==> config.mk <==
export PLATFORM = sky130hd
export DESIGN_NAME = life_sequencer
export DESIGN_NICKNAME = d
export VERILOG_FILES = /design/src/rtl/life_pkg.sv /design/src/rtl/tick_divider.sv /design/src/rtl/life_sequencer.sv
export SDC_FILE = /design/constraint.sdc
export NUM_CORES = 1
export LEC_CHECK = 0
export BUFFER_PORTS_ARGS = -buffer_cell sky130_fd_sc_hd__buf_4
export CORE_MARGIN = 3
export CORE_UTILIZATION = 40
export DETAILED_ROUTE_END_ITERATION = 8
export MAX_ROUTING_LAYER = met4
export PLACE_DENSITY = 0.7
export SYNTH_ARGS = -nofsm -noshare
export SYNTH_HDL_FRONTEND = slang
export SYNTH_SLANG_ARGS = --single-unit
==> constraint.sdc <==
create_clock -name clk -period 3.6 [get_ports clk]
set_input_delay 0.36 -clock clk [delete_from_list [all_inputs] [get_ports clk]]
set_output_delay 0.36 -clock clk [all_outputs]
set_load 0.01 [all_outputs]
==> src/rtl/life_pkg.sv <==
// life_pkg: shared grid width, sequencer state and halt reason encodings
package life_pkg;
  localparam int GRID_W = 64;
  typedef enum logic [1:0] {IDLE, RUN, DONE} state_t;
  typedef enum logic [2:0] {NONE, STABLE, EXTINCT, LIMIT, STOPPED} halt_t;
endpackage

==> src/rtl/tick_divider.sv <==
// tick_divider: paces free-run commits with a one-cycle pulse every TICK_DIV cycles
module tick_divider #(
  parameter int TICK_DIV = 12_500_000
) (
  input  logic clk,
  input  logic reset_n,
  input  logic clear,
  input  logic run,
  output logic tick
);
  localparam int W = TICK_DIV > 1 ? $clog2(TICK_DIV) : 1;
  localparam logic [W-1:0] LAST = W'(TICK_DIV - 1);
  logic [W-1:0] cnt;
  assign tick = run && cnt == LAST;
  always_ff @(posedge clk or negedge reset_n)
    if (!reset_n) cnt <= '0;
    else cnt <= (clear || !run || tick) ? '0 : cnt + W'(1);
endmodule

==> src/rtl/life_sequencer.sv <==
// life_sequencer: owns the Game of Life grid register and sequences generation commits
module life_sequencer
  import life_pkg::*;
#(
  parameter int CNT_W    = 16,
  parameter int TICK_DIV = 12_500_000
) (
  input  logic              clk,
  input  logic              reset_n,
  input  logic              load,
  input  logic [GRID_W-1:0] seed,
  input  logic              start,
  input  logic              stop,
  input  logic              step,
  input  logic [CNT_W-1:0]  max_gens,
  input  logic [GRID_W-1:0] grid_next,
  output logic [GRID_W-1:0] grid,
  output logic [CNT_W-1:0]  gen_count,
  output logic              busy,
  output logic              done,
  output logic [2:0]        halt_reason
);
  state_t state;
  halt_t halt, commit_halt;
  logic tick, same, limit, do_load, do_start, do_stop, do_commit;
  logic [CNT_W:0] gen_p1;
  logic [CNT_W-1:0] gen_inc;
  // the extra bit keeps a saturated counter from re-matching an all-ones limit
  assign gen_p1 = {1'b0, gen_count} + (CNT_W + 1)'(1);
  assign gen_inc = gen_p1[CNT_W] ? gen_count : gen_p1[CNT_W-1:0];
  assign same = grid_next == grid;
  assign limit = |max_gens && gen_p1 == {1'b0, max_gens};
  assign commit_halt = same ? STABLE : ~|grid_next ? EXTINCT : limit ? LIMIT : NONE;
  assign do_load = load && state != RUN;
  assign do_start = start && state == IDLE;
  assign do_stop = stop && state == RUN;
  assign do_commit = state == IDLE ? step : state == RUN && tick;
  assign busy = state == RUN;
  assign done = state == DONE;
  assign halt_reason = halt;
  tick_divider #(.TICK_DIV(TICK_DIV)) u_tick (
    .clk    (clk),
    .reset_n(reset_n),
    .clear  (do_start),
    .run    (busy),
    .tick   (tick)
  );
  always_ff @(posedge clk or negedge reset_n)
    if (!reset_n) begin
      state     <= IDLE;
      halt      <= NONE;
      grid      <= '0;
      gen_count <= '0;
    end else if (do_load) begin
      state     <= IDLE;
      halt      <= NONE;
      grid      <= seed;
      gen_count <= '0;
    end else if (do_start) begin
      state <= RUN;
    end else if (do_stop) begin
      state <= IDLE;
      halt  <= STOPPED;
    end else if (do_commit) begin
      if (!same) begin
        grid      <= grid_next;
        gen_count <= gen_inc;
      end
      if (commit_halt != NONE) begin
        state <= DONE;
        halt  <= commit_halt;
      end
    end
endmodule

==> impl_metrics.tcl <==
set metrics [dict create \
    status "finished clean" \
    fmax_ghz 0.313 \
    gr-total-overflow 0 \
    finish.instance_area_mm2 0.00937 \
    relSlewSlack_pct 41.5 \
    synth.yosys.seq_area_share_pct 38.4 \
    tightest_slew_ps 877 \
    numCtsBuffers 9 \
    grt_max_degree 68 \
    synth_edf_count 0 \
    gp_congestion 0.959 \
    worst_setup_path_end_kind "flop" \
    synth.distinct_cells 60 \
    yosysTopAreaCellShare_pct 38.4 \
    p_total_uw 6190 \
    placed_area_mm2 0.00902 \
    criticalPathCategory "reg2reg" \
    fin_tns_setup_ps 0 \
    clock-sinks 109 \
    grt_antenna_before_repair 0 \
    design.core.area_mm2 0.0174 \
    pre_cts_ws_ps 428 \
    nNetsFinal 1176 \
    num_vias 6836 \
    min_path_type "in2async" \
    critPathArrivalTime_ps 3430 \
    clk_latency_ps 350 \
    port_buffers 234 \
    regArea_mm2 0.00273 \
    drt-total-wl_um 24000 \
    crit_required_ps 3840 \
    start_kind "flop" \
    grt_pass1_vias 6643 \
    synthArstFlopShare_pct 100 \
    leakage_uw 0.00427 \
    drc 0 \
    rows 48 \
    synth_area_leaders "dfrtp_1, nand2_1, xnor2_1" \
    syn_to_final_growth_pct 32.0 \
    post_drt_wl_per_cell_um 19.2 \
    post_cts_buffers 0 \
    maxSlewViolCount 0 \
    setup_violations 0 \
    postCtsHoldBufs 0 \
    gr-usage-all-layers_pct 24.9 \
    final_common_cell "buf_4" \
    synth_area_mm2 0.00710 \
    htreeDepth 3 \
    yosys.area.top_type "dfrtp_1" \
    multiInputGateArea_mm2 0.00414 \
    via_per_inst 5.45 \
    final_layout_size_suffix_gt1_share_pct 32.6 \
    final.fill_count 1626 \
    yosysWarningCount 0 \
    fin_crit_ps 3190 \
    skew_ps 11.3 \
    fin_crit_sh_pct 88.7 \
    rsz0062_at_grt "false" \
    cts_root_buffer "clkbuf_16" \
    start_util_pct 40.9 \
    ant_nets 0 \
    final_hold_viol_count 0 \
    syn_avg_cell_area_um2 8.72 \
    grt_pass1_wl_um 37500 \
    cts_tree "built" \
    setup_ws_ps 406 \
    power_per_cell_area_mw_per_mm2 660 \
    vdd_drop_max_v 0.000325 \
    stdcell_count 1254 \
    drt_iter0_drc 575 \
    cts_buffer_depth 2 \
    num_io_pins 235 \
    cts.clk_slew.worst_paths_ps 80 \
    final_cell_mix "buf_4, nand2_1, dfrtp_1, xnor2_1, mux2_2" \
    die-area_mm2 0.0194 \
    maxCapViolCount 0 \
    ys_ff_latch 109 \
    chipWidth_um 139 \
    first_pass_iters 6 \
    reg2reg_slack_ps 410 \
    insertedDiodeCount 0 \
    dp_hpwl_um 18300 \
    die_h_um 139 \
    dp.cells 1238 \
    synth_ff_type "dfrtp_1" \
    postSynthCellCount 814 \
    syn-num-nets 966 \
    critPathMaxFanout 10 \
    postCtsResizedCells 0 \
]
==> power by group <==
group | total, uW | switching (uW) | internal (uW)
Sequential | 2110 | 470 | 1640
Combinational | 2910 | 1440 | 1470
Clock | 1170 | 471 | 700
Total | 6190 | 2380 | 3810
==> state kept, by name, indices dropped and copies added (netlist names) <==
name         flops
u_tick.cnt      24
gen_count       16
halt_reason      3
grid            64
state            2
==> cell families after synthesis <==
logic type	synth area share, %
AO/OA/AOI/OAI	7.70
XOR/XNOR	12.3
adder cells (fa/ha/maj)	0.352
buffers and inverters	3.40
flip-flops	38.4
multiplexers	11.2
AND/OR/NAND/NOR	26.6
==> layout make-up <==
class	count	share of cell area, %
Timing Repair Buffer	240	19.5
Tap cell	225	3.00
Clock inverter	6	1.16
Multi-Input combinational cell	651	44.2
Inverter	13	0.521
Sequential cell	109	29.1
Clock buffer	10	2.55
==> stage by stage <==
| step | hold WS [ps] | util [%] |
|---|---|---|
| floorplan | 64.4 | - |
| global placement | 467 | 52.0 |
| detailed placement | 477 | 52.0 |
| CTS | 149 | 54.0 |
| global route | 183 | 54.0 |
| finish | 112 | 54.0 |
==> path summary, 6_finish.rpt <==
| path | startpoint | end | depth (start not counted) |
|---|---|---|---|
| setup / recovery | gen_count[0]$_DFFE_PN0P_ | halt_reason[1]$_DFFE_PN0P_ | 8 |
| hold / removal | reset_n | grid[60]$_DFFE_PN0P_ | 1 |
| setup reg to reg | gen_count[0]$_DFFE_PN0P_ | halt_reason[1]$_DFFE_PN0P_ | 8 |
| hold reg to reg | u_tick.cnt[0]$_DFF_PN0_ | u_tick.cnt[0]$_DFF_PN0_ | 1 |
| max in group asynchronous | reset_n | grid[28]$_DFFE_PN0P_ | 2 |
| min in group clk | stop | halt_reason[2]$_DFFE_PN0P_ | 2 |
==> worst max-delay path: stages (launching register included) <==
cell,delay (ps)
dfrtp_1,560
ha_1,330
nand3_2,230
xnor2_1,330
mux2_2,370
or4_4,520
nor4_4,290
o21ai_2,130
mux2_1,320
==> Yosys cell counts, types with 6 or more instances <==
cell and number:
a21oi_1 30, clkbuf_1 21, nand4_1 35, buf_2 16, inv_1 13, dfrtp_1 109, nand2_1 228, xor2_1 14
mux2_2 63, xnor2_1 83, and3_1 10, nor2_1 33, nor3_1 10, nand3_1 11, nor4_1 30, or3_1 10
o21ai_0 18, a31oi_1 10, mux2_1 6
==> per-layer routing <==
metal | vias up | share of wire [%] | global-route usage, %
met5 | - | 0 | -
met4 | 0 | 1.4 | 6.28
met3 | 22 | 5.5 | 3.23
met2 | 254 | 48 | 39.1
met1 | 3317 | 45 | 34.4
li1 | 3243 | - | -
(Power assumes the default switching activity.)
